$ cat src/rtl/sequenciador_pc.sv
// Fetch/decode/execute sequencer that produces the next program counter value.
// It also owns the return-address stack used by call and return.
module sequenciador_pc #(
  parameter int PROF_PILHA = 4
) (
  input  logic       clock,
  input  logic       reset,
  input  logic [7:0] endereco_atual,
  input  logic       mem_pronto,
  input  logic [2:0] tipo,
  input  logic       cond,
  input  logic [7:0] alvo,
  input  logic       exec_pronto,
  output logic [7:0] proximo,
  output logic       sinalcontrole_pc,
  output logic       reset_pc,
  output logic       mem_req,
  output logic       carrega_ir,
  output logic       executa,
  output logic       parado,
  output logic       erro_pilha
);

  localparam int PW = $clog2(PROF_PILHA + 1);
  localparam int IW = $clog2(PROF_PILHA);
  localparam logic [PW-1:0] SP_CHEIO = PW'(PROF_PILHA);

  localparam logic [2:0] T_JUMP   = 3'b001;
  localparam logic [2:0] T_BRANCH = 3'b010;
  localparam logic [2:0] T_CALL   = 3'b011;
  localparam logic [2:0] T_RET    = 3'b100;
  localparam logic [2:0] T_HALT   = 3'b101;

  typedef enum logic [2:0] {
    INICIO,
    BUSCA,
    DECODE,
    EXECUTA,
    ATUALIZA,
    PARADO
  } estado_t;

  estado_t       estado_q;
  logic [PW-1:0] sp_q;
  logic [7:0]    pilha_q [PROF_PILHA];
  logic [7:0]    next_pc_q;
  logic [7:0]    next_pc_d;
  logic [7:0]    seq_pc;
  logic [IW-1:0] topo;
  logic          pilha_cheia;
  logic          pilha_vazia;
  logic          push_en;

  always_comb begin
    seq_pc      = endereco_atual + 8'd1;
    pilha_cheia = (sp_q == SP_CHEIO);
    pilha_vazia = (sp_q == '0);
    topo        = IW'(sp_q - 1'b1);
    push_en     = (estado_q == DECODE) && (tipo == T_CALL) && !pilha_cheia;
    next_pc_d   = seq_pc;
    case (tipo)
      T_JUMP:   next_pc_d = alvo;
      T_BRANCH: next_pc_d = cond ? alvo : seq_pc;
      T_CALL:   next_pc_d = alvo;
      T_RET:    next_pc_d = pilha_q[topo];
      default:  next_pc_d = seq_pc;
    endcase
  end

  // Stack storage needs no reset: the pointer alone defines which entries are live.
  always_ff @(posedge clock) begin
    if (push_en) begin
      pilha_q[sp_q[IW-1:0]] <= seq_pc;
    end
  end

  always_ff @(posedge clock or posedge reset) begin
    if (reset) begin
      estado_q         <= INICIO;
      sp_q             <= '0;
      next_pc_q        <= 8'h00;
      proximo          <= 8'h00;
      sinalcontrole_pc <= 1'b0;
      reset_pc         <= 1'b1;
      mem_req          <= 1'b0;
      carrega_ir       <= 1'b0;
      executa          <= 1'b0;
      parado           <= 1'b0;
      erro_pilha       <= 1'b0;
    end else begin
      carrega_ir <= 1'b0;
      executa    <= 1'b0;
      case (estado_q)
        INICIO: begin
          estado_q         <= BUSCA;
          reset_pc         <= 1'b0;
          sinalcontrole_pc <= 1'b1;
          mem_req          <= 1'b1;
        end
        BUSCA: begin
          if (mem_pronto) begin
            estado_q   <= DECODE;
            mem_req    <= 1'b0;
            carrega_ir <= 1'b1;
          end
        end
        DECODE: begin
          next_pc_q <= next_pc_d;
          if (tipo == T_HALT) begin
            estado_q <= PARADO;
            parado   <= 1'b1;
          end else if ((tipo == T_CALL && pilha_cheia) || (tipo == T_RET && pilha_vazia)) begin
            estado_q   <= PARADO;
            parado     <= 1'b1;
            erro_pilha <= 1'b1;
          end else begin
            estado_q <= EXECUTA;
            executa  <= 1'b1;
            if (tipo == T_CALL) begin
              sp_q <= sp_q + 1'b1;
            end else if (tipo == T_RET) begin
              sp_q <= sp_q - 1'b1;
            end
          end
        end
        EXECUTA: begin
          if (exec_pronto) begin
            estado_q         <= ATUALIZA;
            sinalcontrole_pc <= 1'b0;
            proximo          <= next_pc_q;
          end
        end
        ATUALIZA: begin
          estado_q         <= BUSCA;
          sinalcontrole_pc <= 1'b1;
          mem_req          <= 1'b1;
        end
        PARADO: begin
        end
        default: begin
          estado_q <= INICIO;
        end
      endcase
    end
  end

endmodule

$ cat config.mk
export PLATFORM = sky130hd
export DESIGN_NAME = sequenciador_pc
export DESIGN_NICKNAME = d
export VERILOG_FILES = /design/src/rtl/sequenciador_pc.sv
export SDC_FILE = /design/constraint.sdc
export NUM_CORES = 1
export LEC_CHECK = 0
export ABC_AREA = 1
export BUFFER_PORTS_ARGS = -buffer_cell sky130_fd_sc_hd__clkbuf_2
export CORE_MARGIN = 8
export CORE_UTILIZATION = 57
export DETAILED_ROUTE_END_ITERATION = 12
export GPL_ROUTABILITY_DRIVEN = 0
export HOLD_SLACK_MARGIN = 0.02
export PLACE_DENSITY = 0.79
export SKIP_CTS_REPAIR_TIMING = 1
export SLEW_MARGIN = 20
export SYNTH_ARGS = -nofsm -noshare
export SYNTH_HDL_FRONTEND = slang
export SYNTH_SLANG_ARGS = --single-unit
$ cat constraint.sdc
create_clock -name clock -period 2.59 [get_ports clock]
set_clock_uncertainty 0.15 [all_clocks]
set_input_delay 0 -clock clock [delete_from_list [all_inputs] [get_ports clock]]
set_output_delay 0 -clock clock [all_outputs]
set_load 0.03 [all_outputs]
==> summary.md <==
| Metric | Value |
|---|---|
| Final Cycle Share | `between 80% and 90%` |
| Overflow after GRT | `0` |
| Max-Cap Viols | `0` |
| Synth Warn # | `0` |
| Failing checks | `negative hold slack` |
| Slew Limit Headroom | `around 57%` |
| CP delay by family, top | `buffers and inverters` |
| EDFF count, synth | `32` |
| Fillers | `roughly 410` |
| Slew Limit Fails | `0` |
| Top-count cell post-synth | `nand2_1` |
| Clk sinks | `61` |
| Synth Area per Inst | `approximately 9 um2` |
| Placeable Area | `roughly 5000 um2` |
| Flops & latches, synth | `61` |
| Cell Chain, Critical Path | `inv_2 -> ha_1 -> inv_1 -> nor2_1 -> nand2_1 -> nand3_1 -> dlygate4sd3_1 -> nand2_1 -> nand2_1 -> nand2_1 -> nand2_1` |
| Placement Rows | `26` |
| # DRC | `0` |
| Vias in the first global route | `2340` |
| Synth Flop Type | `edfxtp_1` |
| CP Class | `flip-flop to flip-flop` |
| Hold Crit Class | `input port to flip-flop` |
| Die footprint | `7760 um2` |
| Die Ht | `88.1 um` |
| Most used cell, CP | `nand2_1` |
| Outcome | `finished with violations` |
| Yosys cell types | `27` |
| Leak | `about 0.0017 uW` |
| Post-route cell area | `roughly 3600 um2` |
| Post-route minimum period | `2200 ps` |
| Ant. Diodes | `0` |
| VDD IR max | `723 uV` |
| Worst path arrival time | `2330 ps` |
| CP startpoint kind | `flip-flop` |
| WL per Instance | `14.6 um` |
| Hold path cells | `5` |
| Share of the synthesized area in the top cell type | `32.4%` |
| Final setup violation count | `0` |
| Max FO, Critical Path | `20` |
| Register area | `1690 um2` |
| CP bufs+invs | `3` |
| Placed Cells | `435` |
| GRT Total Usage | `18.9%` |
| Area growth syn-to-layout | `20.2%` |
| Hold Slack | `-15.4 ps` |
| Cell taking the most area after synthesis | `edfxtp_1` |
| PwrDens | `978 nW/um2` |
| Synthesized net count | `360` |
| Reg2Reg Depth | `11` |
| CTS tree | `done` |
| Worst path required time | `2720 ps` |
| Synth top cells by count | `95 x nand2_1, 40 x inv_1, 38 x nand3_1` |
| Setup_tns | `0 ps` |
| PortBufs | `38` |
| Ports | `39` |
| Post-Syn Area | `between 2000 and 3000 um2` |
| Final non-filler cell total | `465` |
| Layout cells sized above 1 | `18.5%` |
| Final Hold Violating Endpoints | `5` |
| H-tree levels | `3` |
| Slew @ Worst Pin | `between 600 and 700 ps` |
| Starting density of the core | `roughly 60%` |
| Async S/R FF share, synth | `around 48%` |
| Crit-path slowest cell | `dlygate4sd3_1` |
| Register area share after synthesis | `57.0%` |
| 1st-iter DRT viols | `176` |
| FMAX | `455 MHz` |
| Total length of routed wires | `6800 um` |
| Area after DPL | `3230 um2` |
| Mapped Cells | `between 300 and 400` |
| CP Capture Type | `flip-flop` |
| Initial antenna violation count | `0` |
| Slowest stage delay, CP | `between 500 and 600 ps` |
| CTS Buffer Depth | `2` |
| Post-DP HPWL | `4920 um` |
| Via/cell ratio | `5.08` |
| Multi-input gate area | `1070 um2` |
| Clk_lat worst skew | `340 ps` |
| Drt pass-1 iters | `4` |
| Die width | `between 80 and 90 um` |
| Net count, final | `420` |
| Pin count of the biggest net entering global routing | `30` |
| Unrepaired setup endpoints after global routing | `false` |
| Total number of vias | `2362` |
| CTS buffer count | `9` |
| Root buffer cell | `clkbuf_8` |
| Post-DRT Antenna Nets | `0` |
| WP depth | `11` |
| First-pass GRT wire length | `10800 um` |
| Synth area leaders | `edfxtp_1 32%, dfrtp_1 24%, nand2_1 12%, nand3_1 6.4%, inv_1 5.1%` |
| Clock Pin Slew Worst Setup and Hold Paths | `70 ps` |
## area by class of cell
cell class	count	area share, %
repair buffers	55	9.92
clock buffers	9	3.48
well taps	70	2.46
clock inverters	7	1.86
flip-flops and latches	61	47.4
multi-input cells	217	30.0
inverters	46	4.85
## through the flow
stage | total power (uW) | setup slack (ps) | util [%]
after floorplan | 2320 | 523 | -
after global placement | 2630 | 660 | 63.6
after detailed placement | 2660 | 577 | 63.6
after CTS | 3470 | 555 | 67.4
after global routing | 3730 | 239 | 70.1
final | 3480 | 393 | 70.1
## cell families after synthesis
logic type               share of synthesized area, %
buffers and inverters                            6.97
flip-flops                                       57.0
adder cells (fa/ha/maj)                          2.53
AO/OA/AOI/OAI                                    4.86
AND/OR/NAND/NOR                                  26.9
XOR/XNOR                                         1.77
## cell usage in the layout (no fill, tap or decap), types with 4 or more instances in the layout
cell	netlist	layout
dfrtp_1	28	28
clkbuf_8	0	9
ha_1	6	6
nand4_1	6	6
nand3_1	38	38
clkbuf_2	0	38
o21ai_0	14	14
inv_2	6	6
inv_1	40	40
xor2_1	4	4
dlygate4sd3_1	0	14
edfxtp_1	32	32
a21oi_1	7	7
nor2_1	28	28
nand2_1	95	95
## routing by layer
metal | global-route usage, % | share of wire [%] | vias up
met5 | 0 | 0 | -
met4 | 8.60 | 2.3 | 0
met3 | 6.19 | 7.7 | 16
met2 | 29.3 | 47 | 85
met1 | 23.3 | 43 | 1073
li1 | - | - | 1188
## flip-flops by register name, summed over array words and instances (netlist names)
register	count
sinalcontrole_pc	1
sp_q	3
next_pc_q	8
proximo	8
carrega_ir	1
executa	1
parado	1
estado_q	3
mem_req	1
pilha_q	32
reset_pc	1
erro_pilha	1
## where the power goes
group          switching (uW)  internal [uW]  total, uW
Clock                     374            436        810
Sequential                122           1230       1350
Combinational             896            428       1320
## final timing paths
check | start | end | slack (ps)
min in group asynchronous | reset | parado | 100
min reg2reg | sinalcontrole_pc | sinalcontrole_pc | 330
max in group asynchronous | reset | reset_pc | 1880
max reg2reg | sp_q[0] | estado_q[2] | 390
min | alvo[6] | next_pc_q[6] | -20
max | sp_q[0] | estado_q[2] | 390
## tightest hold or removal path, delay by kind of cell
family	cells	cell delay (ps)
compound gates	1	140
simple gates	3	180
buf+inv	1	100
Note: power is estimated with default switching activity, not from simulation.
